### config.mk
export PLATFORM = sky130hd
export DESIGN_NAME = uart_sample_packer_flat
export DESIGN_NICKNAME = d
export VERILOG_FILES = /design/src/rtl/uart_sample_packer_if.sv /design/src/rtl/uart_sample_packer.sv /design/src/flat_wrapper.sv
export SDC_FILE = /design/constraint.sdc
export NUM_CORES = 1
export LEC_CHECK = 0
export BUFFER_PORTS_ARGS = -buffer_cell sky130_fd_sc_hd__buf_2
export CAP_MARGIN = 20
export CORE_ASPECT_RATIO = 1.5
export CORE_MARGIN = 8
export CORE_UTILIZATION = 45
export CTS_BUF_LIST = sky130_fd_sc_hd__clkbuf_2 sky130_fd_sc_hd__clkbuf_4 sky130_fd_sc_hd__clkbuf_8
export DETAILED_ROUTE_END_ITERATION = 12
export PLACE_DENSITY_LB_ADDON = 0.15
export SYNTH_ARGS = -nofsm -noshare
export SYNTH_HDL_FRONTEND = slang
export SYNTH_SLANG_ARGS = --single-unit
### constraint.sdc
create_clock -name clk -period 2.19 [get_ports clk]
set_input_delay 0.3285 -clock clk [delete_from_list [all_inputs] [get_ports clk]]
set_output_delay 0.3285 -clock clk [all_outputs]
set_load 0.02 [all_outputs]
### src/rtl/uart_sample_packer_if.sv
// Byte-FIFO and sample/result handshake bundle around uart_sample_packer.
// master is the packer side; slave is the FIFO/algorithm side.
interface uart_sample_packer_if;
    logic        rx_fifo_empty;
    logic [7:0]  rx_fifo_dout;
    logic        rx_fifo_rd;
    logic [10:0] smp_data;
    logic        smp_vld;
    logic        smp_rdy;
    logic [10:0] res_data;
    logic        res_vld;
    logic        res_rdy;
    logic        tx_fifo_full;
    logic [7:0]  tx_fifo_din;
    logic        tx_fifo_wr;

    modport master (
        input  rx_fifo_empty, rx_fifo_dout, smp_rdy, res_data, res_vld, tx_fifo_full,
        output rx_fifo_rd, smp_data, smp_vld, res_rdy, tx_fifo_din, tx_fifo_wr
    );

    modport slave (
        output rx_fifo_empty, rx_fifo_dout, smp_rdy, res_data, res_vld, tx_fifo_full,
        input  rx_fifo_rd, smp_data, smp_vld, res_rdy, tx_fifo_din, tx_fifo_wr
    );
endinterface

### src/rtl/uart_sample_packer.sv
// Packs RX byte pairs into 11-bit samples (valid 2 cycles after low pop) and splits results into TX byte pairs (1-2 cycles after accept).
// smp_rdy, tx_fifo_full and en stall each path in place; frame and timeout errors are sticky until reset.
module uart_sample_packer #(
    parameter int TIMEOUT_CYCLES = 100000
) (
    input  logic                 clk,
    input  logic                 rst,
    input  logic                 sw_rst,
    input  logic                 en,
    uart_sample_packer_if.master bus,
    output logic                 err_frame,
    output logic                 err_timeout,
    output logic                 busy
);
    localparam int TW = $clog2(TIMEOUT_CYCLES);
    localparam logic [TW-1:0] T_LAST = TW'(TIMEOUT_CYCLES - 1);

    typedef enum logic [1:0] {RX_LOW, RX_HIGH, RX_OUT} rx_state_t;
    typedef enum logic [1:0] {TX_IDLE, TX_LOW, TX_HIGH} tx_state_t;

    rx_state_t     rx_q, rx_d;
    tx_state_t     tx_q, tx_d;
    logic [TW-1:0] timer_q, timer_d;
    logic [7:0]    lo_q, lo_d;
    logic [10:0]   smp_q, smp_d;
    logic [10:0]   res_q, res_d;
    logic          err_frame_q, err_frame_d;
    logic          err_timeout_q, err_timeout_d;
    logic          clr, rx_pop, tx_push;
    logic          rx_rd, tx_wr, tx_rdy;
    logic [7:0]    tx_din;

    // Reset also gates the strobes so a reset edge never consumes or emits a byte.
    assign clr     = rst | sw_rst;
    assign rx_pop  = en & ~bus.rx_fifo_empty & ~clr;
    assign tx_push = en & ~bus.tx_fifo_full & ~clr;

    always_comb begin
        rx_d          = rx_q;
        timer_d       = timer_q;
        lo_d          = lo_q;
        smp_d         = smp_q;
        err_frame_d   = err_frame_q;
        err_timeout_d = err_timeout_q;
        rx_rd         = 1'b0;
        case (rx_q)
            RX_LOW: begin
                if (rx_pop) begin
                    rx_rd   = 1'b1;
                    lo_d    = bus.rx_fifo_dout;
                    timer_d = '0;
                    rx_d    = RX_HIGH;
                end
            end
            RX_HIGH: begin
                if (rx_pop) begin
                    rx_rd = 1'b1;
                    if (bus.rx_fifo_dout[7:3] == 5'd0) begin
                        smp_d = {bus.rx_fifo_dout[2:0], lo_q};
                        rx_d  = RX_OUT;
                    end else begin
                        err_frame_d = 1'b1;
                        rx_d        = RX_LOW;
                    end
                end else if (en) begin
                    // A byte arriving in the T_LAST cycle wins over the timeout.
                    if (timer_q == T_LAST) begin
                        err_timeout_d = 1'b1;
                        rx_d          = RX_LOW;
                    end else begin
                        timer_d = timer_q + TW'(1);
                    end
                end
            end
            RX_OUT: begin
                if (bus.smp_rdy) rx_d = RX_LOW;
            end
            default: rx_d = RX_LOW;
        endcase
    end

    always_comb begin
        tx_d   = tx_q;
        res_d  = res_q;
        tx_wr  = 1'b0;
        tx_din = 8'h00;
        tx_rdy = 1'b0;
        case (tx_q)
            TX_IDLE: begin
                tx_rdy = en & ~clr;
                if (tx_rdy && bus.res_vld) begin
                    res_d = bus.res_data;
                    tx_d  = TX_LOW;
                end
            end
            TX_LOW: begin
                if (tx_push) begin
                    tx_wr  = 1'b1;
                    tx_din = res_q[7:0];
                    tx_d   = TX_HIGH;
                end
            end
            TX_HIGH: begin
                if (tx_push) begin
                    tx_wr  = 1'b1;
                    tx_din = {5'b00000, res_q[10:8]};
                    tx_d   = TX_IDLE;
                end
            end
            default: tx_d = TX_IDLE;
        endcase
    end

    always_ff @(posedge clk) begin
        if (clr) begin
            rx_q          <= RX_LOW;
            tx_q          <= TX_IDLE;
            timer_q       <= '0;
            lo_q          <= 8'h00;
            smp_q         <= 11'h000;
            res_q         <= 11'h000;
            err_frame_q   <= 1'b0;
            err_timeout_q <= 1'b0;
        end else begin
            rx_q          <= rx_d;
            tx_q          <= tx_d;
            timer_q       <= timer_d;
            lo_q          <= lo_d;
            smp_q         <= smp_d;
            res_q         <= res_d;
            err_frame_q   <= err_frame_d;
            err_timeout_q <= err_timeout_d;
        end
    end

    assign bus.rx_fifo_rd  = rx_rd;
    assign bus.smp_vld     = (rx_q == RX_OUT);
    assign bus.smp_data    = smp_q;
    assign bus.res_rdy     = tx_rdy;
    assign bus.tx_fifo_wr  = tx_wr;
    assign bus.tx_fifo_din = tx_din;
    assign err_frame       = err_frame_q;
    assign err_timeout     = err_timeout_q;
    assign busy            = (rx_q != RX_LOW) | (tx_q != TX_IDLE);
endmodule
### src/flat_wrapper.sv
// flat-port wrapper written by rule: the top's interface ports become plain ports
module uart_sample_packer_flat 
#(
    parameter int TIMEOUT_CYCLES = 100000
)
  (clk, rst, sw_rst, en, err_frame, err_timeout, busy, bus_rx_fifo_empty, bus_rx_fifo_dout, bus_smp_rdy, bus_res_data, bus_res_vld, bus_tx_fifo_full, bus_rx_fifo_rd, bus_smp_data, bus_smp_vld, bus_res_rdy, bus_tx_fifo_din, bus_tx_fifo_wr);
  uart_sample_packer_if bus_i ();
  input  logic clk;
  input  logic rst;
  input  logic sw_rst;
  input  logic en;
  output logic err_frame;
  output logic err_timeout;
  output logic busy;
  input wire logic [$bits(bus_i.rx_fifo_empty)-1:0] bus_rx_fifo_empty;
  input wire logic [$bits(bus_i.rx_fifo_dout)-1:0] bus_rx_fifo_dout;
  input wire logic [$bits(bus_i.smp_rdy)-1:0] bus_smp_rdy;
  input wire logic [$bits(bus_i.res_data)-1:0] bus_res_data;
  input wire logic [$bits(bus_i.res_vld)-1:0] bus_res_vld;
  input wire logic [$bits(bus_i.tx_fifo_full)-1:0] bus_tx_fifo_full;
  output wire logic [$bits(bus_i.rx_fifo_rd)-1:0] bus_rx_fifo_rd;
  output wire logic [$bits(bus_i.smp_data)-1:0] bus_smp_data;
  output wire logic [$bits(bus_i.smp_vld)-1:0] bus_smp_vld;
  output wire logic [$bits(bus_i.res_rdy)-1:0] bus_res_rdy;
  output wire logic [$bits(bus_i.tx_fifo_din)-1:0] bus_tx_fifo_din;
  output wire logic [$bits(bus_i.tx_fifo_wr)-1:0] bus_tx_fifo_wr;
  assign bus_i.rx_fifo_empty = bus_rx_fifo_empty;
  assign bus_i.rx_fifo_dout = bus_rx_fifo_dout;
  assign bus_i.smp_rdy = bus_smp_rdy;
  assign bus_i.res_data = bus_res_data;
  assign bus_i.res_vld = bus_res_vld;
  assign bus_i.tx_fifo_full = bus_tx_fifo_full;
  assign bus_rx_fifo_rd = bus_i.rx_fifo_rd;
  assign bus_smp_data = bus_i.smp_data;
  assign bus_smp_vld = bus_i.smp_vld;
  assign bus_res_rdy = bus_i.res_rdy;
  assign bus_tx_fifo_din = bus_i.tx_fifo_din;
  assign bus_tx_fifo_wr = bus_i.tx_fifo_wr;
  uart_sample_packer #(.TIMEOUT_CYCLES(TIMEOUT_CYCLES)) u_core (.clk(clk), .rst(rst), .sw_rst(sw_rst), .en(en), .bus(bus_i), .err_frame(err_frame), .err_timeout(err_timeout), .busy(busy));
endmodule
-- Yosys cells after proc, flatten, opt, wreduce, memory -nomap -nowiden
Index checks and enable logic that the tools add are counted.
- register bits: 53
- output and inout bits: 26
- logic and storage cells: 77
- add/subtract/negate cells: 1
- equality and inequality tests: 15
- multiplexer cells: 24
- bitwise logic cells: 12
- reductions and logical operators: 17
- operators by type and width (operator ; number):
    2-to-1 mux 17 bit ; 4
    case mux 17 bit (2 select lines) ; 1
    2-to-1 mux 2 bit ; 9
    adder 17 x 1 -> 17 bit, second input constant ; 1
    == test 17 bit, second input constant ; 1
    case mux 8 bit (2 select lines) ; 1
    case mux 2 bit (3 select lines) ; 2
    AND reduction 3 bit ; 3
    2-to-1 mux 8 bit ; 1
    != test 2 x 1 -> 1 bit, second input constant ; 4
    != test 2 bit, second input constant ; 4
    AND reduction 4 bit ; 2
    nonzero test 2 bit ; 3
    AND 1 bit ; 5
    logical NOT 5 bit ; 1
    2-to-1 mux 1 bit ; 5
    NOT 1 bit ; 5
    AND reduction 5 bit ; 1
    == test 2 x 1 -> 1 bit, second input constant ; 2
    == test 2 bit, second input constant ; 2
    logical NOT 2 bit ; 2
    AND reduction 2 bit ; 2
    OR reduction 2 bit ; 2
    2-to-1 mux 3 bit ; 1
    other kinds (4) ; 5

-- Longest topological paths before layout
- word-level depth: 6
- mapped depth: 7

-- Worst setup path after synthesis
OpenSTA, ideal clock, no wires.
- path kind: in2out
- from: in sw_rst
- to: out bus_tx_fifo_din[3]
- arrival time: 1445 ps
- slack: 417 ps
- stages: 5
- cell sequence: or3b_1 -> nor2_2 -> nand2_1 -> inv_2 -> and3_1
- longest elaborated chain between the ends: 5
- ends and longest elaborated chain (element ; RTL line ; source):
    start, declared ; flat_wrapper.sv:10 ; input logic sw_rst;
    OR 1 bit ; uart_sample_packer.sv:34 ; assign clr = rst | sw_rst;
    NOT 1 bit ; uart_sample_packer.sv:36 ; assign tx_push = en & ~bus.tx_fifo_full & ~clr;
    AND 1 bit ; uart_sample_packer.sv:36 ;
    2-to-1 mux 8 bit ; uart_sample_packer.sv:97 ; if (tx_push) begin
    case mux 8 bit (2 select lines) ; uart_sample_packer.sv:88 ; case (tx_q)
    end, declared ; flat_wrapper.sv:25 ; output wire logic [$bits(bus_i.tx_fifo_din)-1:0] bus_tx_fifo_din;
No other way between the ends.

-- Worst setup path after layout
- from: reg u_core.tx_q[0]
- to: out bus_tx_fifo_din[4]
- longest elaborated chain between the ends: 2
- elaborated cells between the ends (all ways): 3
- ends and longest elaborated chain (element ; RTL line ; source):
    start, declared ; uart_sample_packer.sv:22 ; tx_state_t tx_q, tx_d;
    start signal, assigned ; uart_sample_packer.sv:126 ; tx_q <= tx_d;
    == test 2 bit / == test 2 x 1 -> 1 bit (equally long branches) ; uart_sample_packer.sv:88 ;
    case mux 8 bit (2 select lines) (*) ; uart_sample_packer.sv:88 ;
Every way passes the cells marked *; elsewhere a longest branch is shown, timed or not.

==> metrics.cfg <==
[critical_path]
crit_slowest_cell = dfxtp_1
r2r-start = u_core.timer_q[0]
startpoint_type = flop
crit_family = flip-flops
reg2regPathDepth = 6
end_kind = output pin
crit_buf_inv = 3
critPathMaxStageDelay_ns = 0.38
path_cells = inv_1 > ha_1 > nand2_1 > inv_2 > and3_1 > buf_2
path_class = flop to output pin
cp.required_ns = 1.86
worstSetupPathDepth = 6
r2r_slack_ns = 0.35
rr_endpoint = u_core.timer_q[16]
crit_fanout = 5
cp.arrival_ns = 1.58

[global_routing]
grt_pass1_wl_mm = 9.83
grt_pass1_vias = 2156
grt_usage_pct = 14.1
grt_max_degree = 39
gr-total-overflow = 0
antenna_found_initial = 0

[floorplanning]
ios = 53
chipWidth_um = 77.5
die_area_um2 = 8390
rows = 33
fp.coreArea_um2 = 5490
initial_utilization_pct = 46.5
chipHeight_um = 108

[clock_network]
cts.sinks = 53
clk_latency_ns = 0.31
cts-resized-gates = 0
clk_pin_slew_worst_paths_ns = 0.10
cts_hold_buf = 0
h-tree-depth = 2
clockBufferDepth = 2
root_buffer = clkbuf_8
cts_made_buffers = 5
cts_tree = built
cts_setup_buffers = 0

[timing]
fin_ws_ns = 0.284
rsz0062_at_grt = no
finalHoldViolations = 0
setup_viol = 0
setup-tns-final_ns = 0
finalCritPeriodShare_pct = 87.0
fmax_ghz = 0.525
fin_crit_ns = 1.91
max_slew_margin_pct = 59.2
hold_ws_ns = 0.243
slew_violations = 0
worstMarginPinSlew_ns = 0.610
fin_skew_ns = 0.00563

[route]
routedWlPerCell_um = 14.6
via_per_inst = 5.43
ant_nets = 0
drt_iter0_drc = 109
drtPass1Iterations = 4
route.detailed.drc = 0
vias = 2214
drt_wl_total_mm = 5.96

[cells_and_area]
diodes = 0
fin_util_pct = 54.1
stdcell_area_um2 = 2970
n_fill_cell = 538
final_cell_mix = 53 x dfxtp_1, 52 x buf_2, 51 x nor2_1
areaGrowthSynthToFinish_pct = 16.3
fin_cells = 408
layout.nets = 368
drive_above_1_share_pct = 24.3
final_common_cell = dfxtp_1

[yosys]
yosysWarningCount = 0
synth_fp_nets = 315
syn-mean-instance-area_um2 = 8.99
syn_area_um2 = 2550
synth_seq_cells = 53
yosysUniqueCellTypes = 54
yosysSeqAreaShare_pct = 41.5
syn_inst = 284

[pwr]
p_leak_nw = 1.30
vdd_drop_max_uv = 466
power_density_nw_per_um2 = 558
p_total_mw = 1.66

[job]
drv_cap = 0

[place]
port_buffers = 52
routabilityCongestion = 0.859
dp_hpwl_mm = 4.44
place_ws_ns = 0.298
dp_cells = 400
dpl_cell_area_um2 = 2870

[hold_path]
min_path_type = input pin to flop
holdPathStages = 3
hold_path_end = u_core.res_q[8]
min_from = bus_res_data[8]

[run_status]
status = finished, final reports clean

==> cells by family (layout without fill, tap and decap cells) <==
kind of cell	count (synthesis)	in the layout	synth area share, %
simple gates	123	123	25.6
fa+ha+maj	4	4	1.96
mux	31	31	12.6
flops	53	53	41.5
compound gates	50	50	13.6
buf+inv	23	77	4.61
==> flip-flops by register name, indices dropped and copies added, names as in the netlist <==
signal               count
u_core.timer_q          17
u_core.bus.smp_data     11
u_core.tx_q              2
u_core.err_frame         1
u_core.res_q            11
u_core.lo_q              8
u_core.rx_q              2
u_core.err_timeout       1
==> layout make-up <==
class                      instances  area [um2]  share of cell area (%)
inverter                          10        37.5                    1.26
clock inverter                     3        26.3                   0.885
tap                               70        87.6                    2.95
timing repair buffer              59         313                    10.5
sequential                        53        1060                    35.7
clock buffer                       5        68.8                    2.32
multi-input combinational        208        1380                    46.3
==> power breakdown <==
group	internal (mW)	switching, mW	total, mW
sequential	0.967	0.00348	0.971
combinational	0.0467	0.0635	0.110
clock	0.234	0.342	0.576
==> layer usage <==
layer / track usage, % / vias to the layer above / routed length [um]
met2: 24.7 / 54 / 2950
met3: 4.24 / 10 / 329
li1: - / 1110 / -
met5: 0 / - / 0
met1: 15.6 / 1040 / 2570
met4: 5.69 / 0 / 114
==> worst register-to-register path, stage by stage, from the launching register on <==
cell and delay, ns:
dfxtp_1 0.38, ha_1 0.26, and4_1 0.32, nand4_4 0.16
nand3_2 0.27, nor3b_1 0.09, a211o_1 0.27
==> how the worst max path moves through the flow <==
stage                                     to      startpoint
after detailed placement  bus_tx_fifo_din[4]          sw_rst
after CTS                 bus_tx_fifo_din[4]  u_core.tx_q[0]
after floorplan           bus_tx_fifo_din[3]          sw_rst
after global routing      u_core.timer_q[14]  u_core.rx_q[0]
after global placement    bus_tx_fifo_din[5]          sw_rst
final                     bus_tx_fifo_din[4]  u_core.tx_q[0]
==> synthesized netlist by cell type (all sizes together) <==
library cell / count / area share (%)
a21o: 1 / 0.29
nor2: 52 / 7.7
nand2: 20 / 2.9
clkbuf: 4 / 0.59
ha: 4 / 2.0
inv: 10 / 1.5
or2: 1 / 0.25
nand3: 10 / 2.4
o21a: 3 / 1.2
nor3: 10 / 2.6
o21ai: 15 / 2.9
o211ai: 1 / 0.29
dfxtp: 53 / 42
a31o: 1 / 0.34
buf: 9 / 2.5
nand3b: 1 / 0.29
a211oi: 1 / 0.49
and4bb: 2 / 0.98
nand4: 5 / 1.8
nor4: 2 / 0.49
and4: 1 / 0.34
o22ai: 2 / 1.0
nor2b: 1 / 0.25
a311oi: 1 / 0.34
mux2i: 31 / 13
o31ai: 2 / 0.59
nand2b: 1 / 0.25
a21oi: 8 / 1.7
a22oi: 3 / 0.88
or3b: 2 / 0.78
and2b: 2 / 0.59
a31oi: 6 / 1.5
nor3b: 2 / 0.59
and2: 1 / 0.25
and3: 9 / 2.2
o22a: 1 / 0.34
a211o: 1 / 0.34
nor4b: 1 / 0.93
o41ai: 4 / 1.4
Power figures use the tool's default switching activity.
